--- config.mk ---
export PLATFORM = sky130hd
export DESIGN_NAME = glyph_row_sequencer
export DESIGN_NICKNAME = d
export VERILOG_FILES = /design/src/rtl/glyph_row_sequencer.sv
export SDC_FILE = /design/constraint.sdc
export NUM_CORES = 1
export LEC_CHECK = 0
export ABC_AREA = 1
export CAP_MARGIN = 40
export CORE_ASPECT_RATIO = 1.75
export CORE_UTILIZATION = 45
export CTS_CLUSTER_SIZE = 40
export DETAILED_ROUTE_END_ITERATION = 10
export PLACE_DENSITY = 0.87
export SLEW_MARGIN = 40
export SYNTH_ARGS = -nofsm -noshare
export SYNTH_HDL_FRONTEND = slang
export SYNTH_SLANG_ARGS = --single-unit
--- constraint.sdc ---
create_clock -name clk -period 3.8 [get_ports clk]
set_input_delay 0.76 -clock clk [delete_from_list [all_inputs] [get_ports clk]]
set_output_delay 0.76 -clock clk [all_outputs]
set_load 0.02 [all_outputs]
--- src/rtl/glyph_row_sequencer.sv ---
// Purpose : walks a latched ASCII string row-major through a shared 6x6 glyph ROM,
//           emitting one 6-pixel row slice per character per glyph row.
// Latency : zero added latency; glyph_char/out_bits follow the registered row/col in the same cycle.
// Backpr. : valid/ready on both sides; out_ready=0 freezes indices and outputs, req_ready only in IDLE.
//
// Ports
//   clk, rst         single clock, synchronous active-high reset
//   req_valid/ready  render request handshake; req_len chars of req_chars (char 0 in [7:0])
//   glyph_char       ROM address (0 while idle); glyph_bitmap is the ROM's 6 rows of 6 bits
//   out_valid/ready  slice handshake; out_bits (bit 0 = leftmost pixel), out_row, out_col, out_last
//   done             one-cycle pulse after the final slice (or after a zero-length request)
//   stall_cnt        only with GLYPH_SEQ_STALL_CNT_EN: saturating count of stalled slice cycles
//
// Configuration: define GLYPH_SEQ_STALL_CNT_EN to add the stall_cnt port and counter.

module glyph_row_sequencer #(
  parameter  int MAX_CHARS = 8,
  localparam int LEN_W     = $clog2(MAX_CHARS + 1),
  localparam int COL_W     = (MAX_CHARS > 1) ? $clog2(MAX_CHARS) : 1
) (
  input  logic                   clk,
  input  logic                   rst,
  input  logic                   req_valid,
  output logic                   req_ready,
  input  logic [LEN_W-1:0]       req_len,
  input  logic [8*MAX_CHARS-1:0] req_chars,
  output logic [7:0]             glyph_char,
  input  logic [5:0][5:0]        glyph_bitmap,
  output logic                   out_valid,
  input  logic                   out_ready,
  output logic [5:0]             out_bits,
  output logic [2:0]             out_row,
  output logic [COL_W-1:0]       out_col,
  output logic                   out_last,
  output logic                   done
`ifdef GLYPH_SEQ_STALL_CNT_EN
  ,
  output logic [15:0]            stall_cnt
`endif
);

  typedef enum logic {
    S_IDLE = 1'b0,
    S_SCAN = 1'b1
  } state_t;

  localparam logic [2:0] LAST_ROW = 3'd5;

  state_t                       r_state;
  logic [MAX_CHARS-1:0][7:0]    r_chars;
  logic [LEN_W-1:0]             r_len;
  logic [2:0]                   r_row;
  logic [COL_W-1:0]             r_col;
  logic                         r_done;

  logic                         w_scan;
  logic                         w_accept;
  logic                         w_fire;
  logic [LEN_W-1:0]             w_len_clamped;
  logic [LEN_W:0]               w_col_plus1;
  logic                         w_col_last;
  logic                         w_row_last;

  assign w_scan = (r_state == S_SCAN);

  // Gating req_ready with rst keeps a request presented during reset from
  // looking accepted on the interface while the state machine ignores it.
  assign req_ready = (r_state == S_IDLE) && !rst;
  assign w_accept  = req_valid && req_ready;
  assign w_fire    = w_scan && out_ready;

  assign w_len_clamped = (req_len > LEN_W'(MAX_CHARS)) ? LEN_W'(MAX_CHARS) : req_len;

  // Compare col+1 against len in a width one bit wider than len so the test
  // cannot wrap, whatever MAX_CHARS is.
  assign w_col_plus1 = {{(LEN_W + 1 - COL_W){1'b0}}, r_col} + {{LEN_W{1'b0}}, 1'b1};
  assign w_col_last  = (w_col_plus1 == {1'b0, r_len});
  assign w_row_last  = (r_row == LAST_ROW);

  // Slice outputs are decoded straight from the registered indices so the
  // ROM lookup adds no cycle; everything is forced to zero while idle.
  assign out_valid  = w_scan;
  assign glyph_char = w_scan ? r_chars[r_col] : 8'h00;
  assign out_bits   = w_scan ? glyph_bitmap[r_row] : 6'h00;
  assign out_row    = w_scan ? r_row : 3'd0;
  assign out_col    = w_scan ? r_col : '0;
  assign out_last   = w_scan && w_row_last && w_col_last;
  assign done       = r_done;

  always_ff @(posedge clk) begin
    if (rst) begin
      r_state <= S_IDLE;
      r_chars <= '0;
      r_len   <= '0;
      r_row   <= 3'd0;
      r_col   <= '0;
      r_done  <= 1'b0;
    end else begin
      r_done <= 1'b0;
      case (r_state)
        S_IDLE: begin
          if (w_accept) begin
            r_chars <= req_chars;
            r_len   <= w_len_clamped;
            r_row   <= 3'd0;
            r_col   <= '0;
            // Empty request: nothing to scan, completion is signalled at once.
            if (w_len_clamped == '0) begin
              r_done <= 1'b1;
            end else begin
              r_state <= S_SCAN;
            end
          end
        end
        S_SCAN: begin
          if (w_fire) begin
            if (w_col_last) begin
              r_col <= '0;
              if (w_row_last) begin
                // Final slice taken: req_ready can only rise next cycle.
                r_state <= S_IDLE;
                r_row   <= 3'd0;
                r_done  <= 1'b1;
              end else begin
                r_row <= r_row + 3'd1;
              end
            end else begin
              r_col <= r_col + 1'b1;
            end
          end
        end
        default: begin
          r_state <= S_IDLE;
        end
      endcase
    end
  end

`ifdef GLYPH_SEQ_STALL_CNT_EN
  logic [15:0] r_stall_cnt;

  always_ff @(posedge clk) begin
    if (rst) begin
      r_stall_cnt <= 16'h0000;
    end else if (w_accept) begin
      r_stall_cnt <= 16'h0000;
    end else if (out_valid && !out_ready && (r_stall_cnt != 16'hFFFF)) begin
      r_stall_cnt <= r_stall_cnt + 16'h0001;
    end
  end

  assign stall_cnt = r_stall_cnt;
`endif

endmodule
==> qor.txt <==
status = complete, no violations
P&R area growth vs syn = 42.6%
DRT antenna net count = 0
Slew Viols, Final = 0
Top FF cell, synth = dfxtp_1
detailed-route DRC error count = 0
CTS Buffer Depth = 2
Mapped Cells = 561
vias in the first global route = 4094
largest net degree at the start of global routing = 103
fmax = 291 MHz
nets = 781
Avg Vias per Cell = 5.37
Synth Cell Area = 0.00385 sq mm
drt first pass iters = 7
Critical Path Start = r_col[0]$_SDFFE_PP0P_
sw power = 0.555 mW
HP Start = r_chars[18]$_SDFFE_PP0P_
PostCTS Resize Cnt = 0
top-area cell type share of the netlist area = 39.5%
ANT cells = 0
Post-synth EDFFs = 0
Final HPWL DP = 8.63 mm
Synth Register Bits = 76
routability cong. = 0.890
Cell variety after synth = 28
Worst Tran Pin Value = 0.714 ns
Fin Setup TNS = 0 ns
CTS Hold Bufs = 0
fraction of layout cells with a size suffix above 1 = 5.61%
core outline area = 0.00831 sq mm
final wirelength = 11.8 mm
initial antenna violation count = 0
worst-case vdd ir drop = 0.000298 V
Reg area = 0.00152 sq mm
maxcap violations = 0
first-pass GRT wire length = 18.7 mm
Sw Ratio = 25.5%
FF-to-FF Start = out_valid$_SDFF_PP0_
CTS Sinks = 76
Critical Path AT = 2.68 ns
I/O Buffers = 131
die height = 124 um
clock period minus worst slack = 3.44 ns
Clock H-tree levels = 3
syn avg cell area = 6.87 sq um
worst rel slew slack = 52.3%
via count = 4251
Num CTS Buffers = 9
Synth Net Count = 670
PwrDens = 396 mW/mm^2
most frequent cell after synthesis = nand2_1
area of the multi-input gates = 0.00189 sq mm
Initial Utilization = 46.4%
WP data required = 3.04 ns
total track usage = 26.8%
RSZ-0062 raised after global routing = false
nature of the critical path startpoint = flop
Yosys top cell by area = dfxtp_1
Worst Hold Class = reg -> reg
drt wl/cell = 14.8 um
Int Pwr = 1.62 mW
clock share of power = 41.6%
num rows = 44
worst-path maximum fanout = 17
CTS Root Cell = clkbuf_16
Worst-Skew Late Latency = 0.34 ns
CP Class = reg -> out
sequential area share after synthesis = 39.5%
DRT iter0 DRCs = 298
Commonest cells post-synth = nand2_1, a21oi_1, o21ai_0, dfxtp_1, inv_1
P_leak = 2.19 nW
total die area = 0.00896 sq mm
ratio of final minimum period to clock period = 90.5%
total power = 2.18 mW
Reg clk slew, reported paths = 0.05 ns
Die Wd = 72.0 um
Post-CTS Setup Repair Bufs = 0
Filler cells = 713
Synth area leaders = dfxtp_1, a21oi_1, nand2_1
fin util = 66.1%
critical path capture point type = output port
final hold vios = 0
CTS tree = yes
GRT Residual Overflow = 0
Comb pwr share = 17.7%
yosys synthesis warning count = 0
number of setup violations in the final report = 0
clock skew = 0.00306 ns
power share of the sequential group = 40.7%
I/O pin count = 132
ys async rst share = 0%
## state kept, by name, summed over array words and instances (netlist names)
register / cells
r_chars: 64
out_valid: 1
r_row: 3
r_col: 3
done: 1
r_len: 4
## worst max-delay path: stages, from the launching register on
cell             delay (ns)
dfxtp_1                0.70
ha_1                   0.37
nand2_1                0.09
nand2_1                0.09
nor2_4                 0.16
nand4_4                0.12
nor3_1                 0.15
clkdlybuf4s50_1        0.65
## per-layer routing
layer	share of wire [%]	GRT usage, %
met1	35	26.0
met2	53	48.9
met3	7.1	6.47
met4	4.9	16.7
met5	0	0
## cells in the final DEF (no fill, tap or decap), types with 2 or more instances in the layout
cell type        synthesis  routed
a21oi_1                 97      97
buf_4                    8       7
clkbuf_16                0       9
clkbuf_8                 1       4
clkdlybuf4s50_1          0     131
dfxtp_1                 76      76
inv_1                   55      55
inv_4                    2       2
nand2_1                109     108
nand2_2                  5       6
nand3_1                 47      47
nand4_1                  3       3
nor2_1                  15      15
nor3_1                   2       2
o211ai_1                 6       6
o21a_1                  14      14
o21ai_0                 81      81
## through the flow
step / hold slack [ns] / std cells / area (sq um) / worst slack (ns)
after floorplan: 0.430 / 561 / 3850 / 1.53
after global placement: 0.439 / 776 / 5170 / 0.751
after detailed placement: 0.445 / 776 / 5170 / 0.726
after CTS: 0.455 / 792 / 5490 / 0.384
after global routing: 0.473 / 792 / 5500 / 0.217
final: 0.452 / 792 / 5500 / 0.360
## power groups by stage
stage / registers, mW / logic, mW / clock network (mW)
2_1_floorplan: 0.889 / 0.210 / 0
3_3_place_gp: 0.899 / 0.371 / 0
3_5_place_dp: 0.902 / 0.382 / 0
4_1_cts: 0.885 / 0.384 / 0.915
5_1_grt: 0.892 / 0.422 / 0.954
6_report: 0.886 / 0.385 / 0.906
## path summary, 6_finish.rpt
check / end / slack [ns] / cells after the start
max reg2reg: r_row[0]$_SDFFE_PP0P_ / 1.80 / 9
max: out_last / 0.36 / 7
min: r_chars[18]$_SDFFE_PP0P_ / 0.45 / 2
min reg2reg: r_chars[18]$_SDFFE_PP0P_ / 0.45 / 2
## cell type report
| class | count | area share, % |
|---|---|---|
| Clock buffer | 13 | 5.10 |
| Clock inverter | 3 | 0.774 |
| Inverter | 57 | 3.98 |
| Multi-Input combinational cell | 388 | 34.5 |
| Sequential cell | 76 | 27.7 |
| Tap cell | 115 | 2.62 |
| Timing Repair Buffer | 140 | 25.4 |
## cell families (layout without fill, tap and decap cells)
logic type	after synthesis	after routing	share of synthesized area [%]
flops	76	76	39.5
simple gates	188	188	21.6
compound gates	199	199	27.1
buf+inv	97	213	11.5
fa+ha+maj	1	1	0.325
Power figures use the tool's default switching activity.
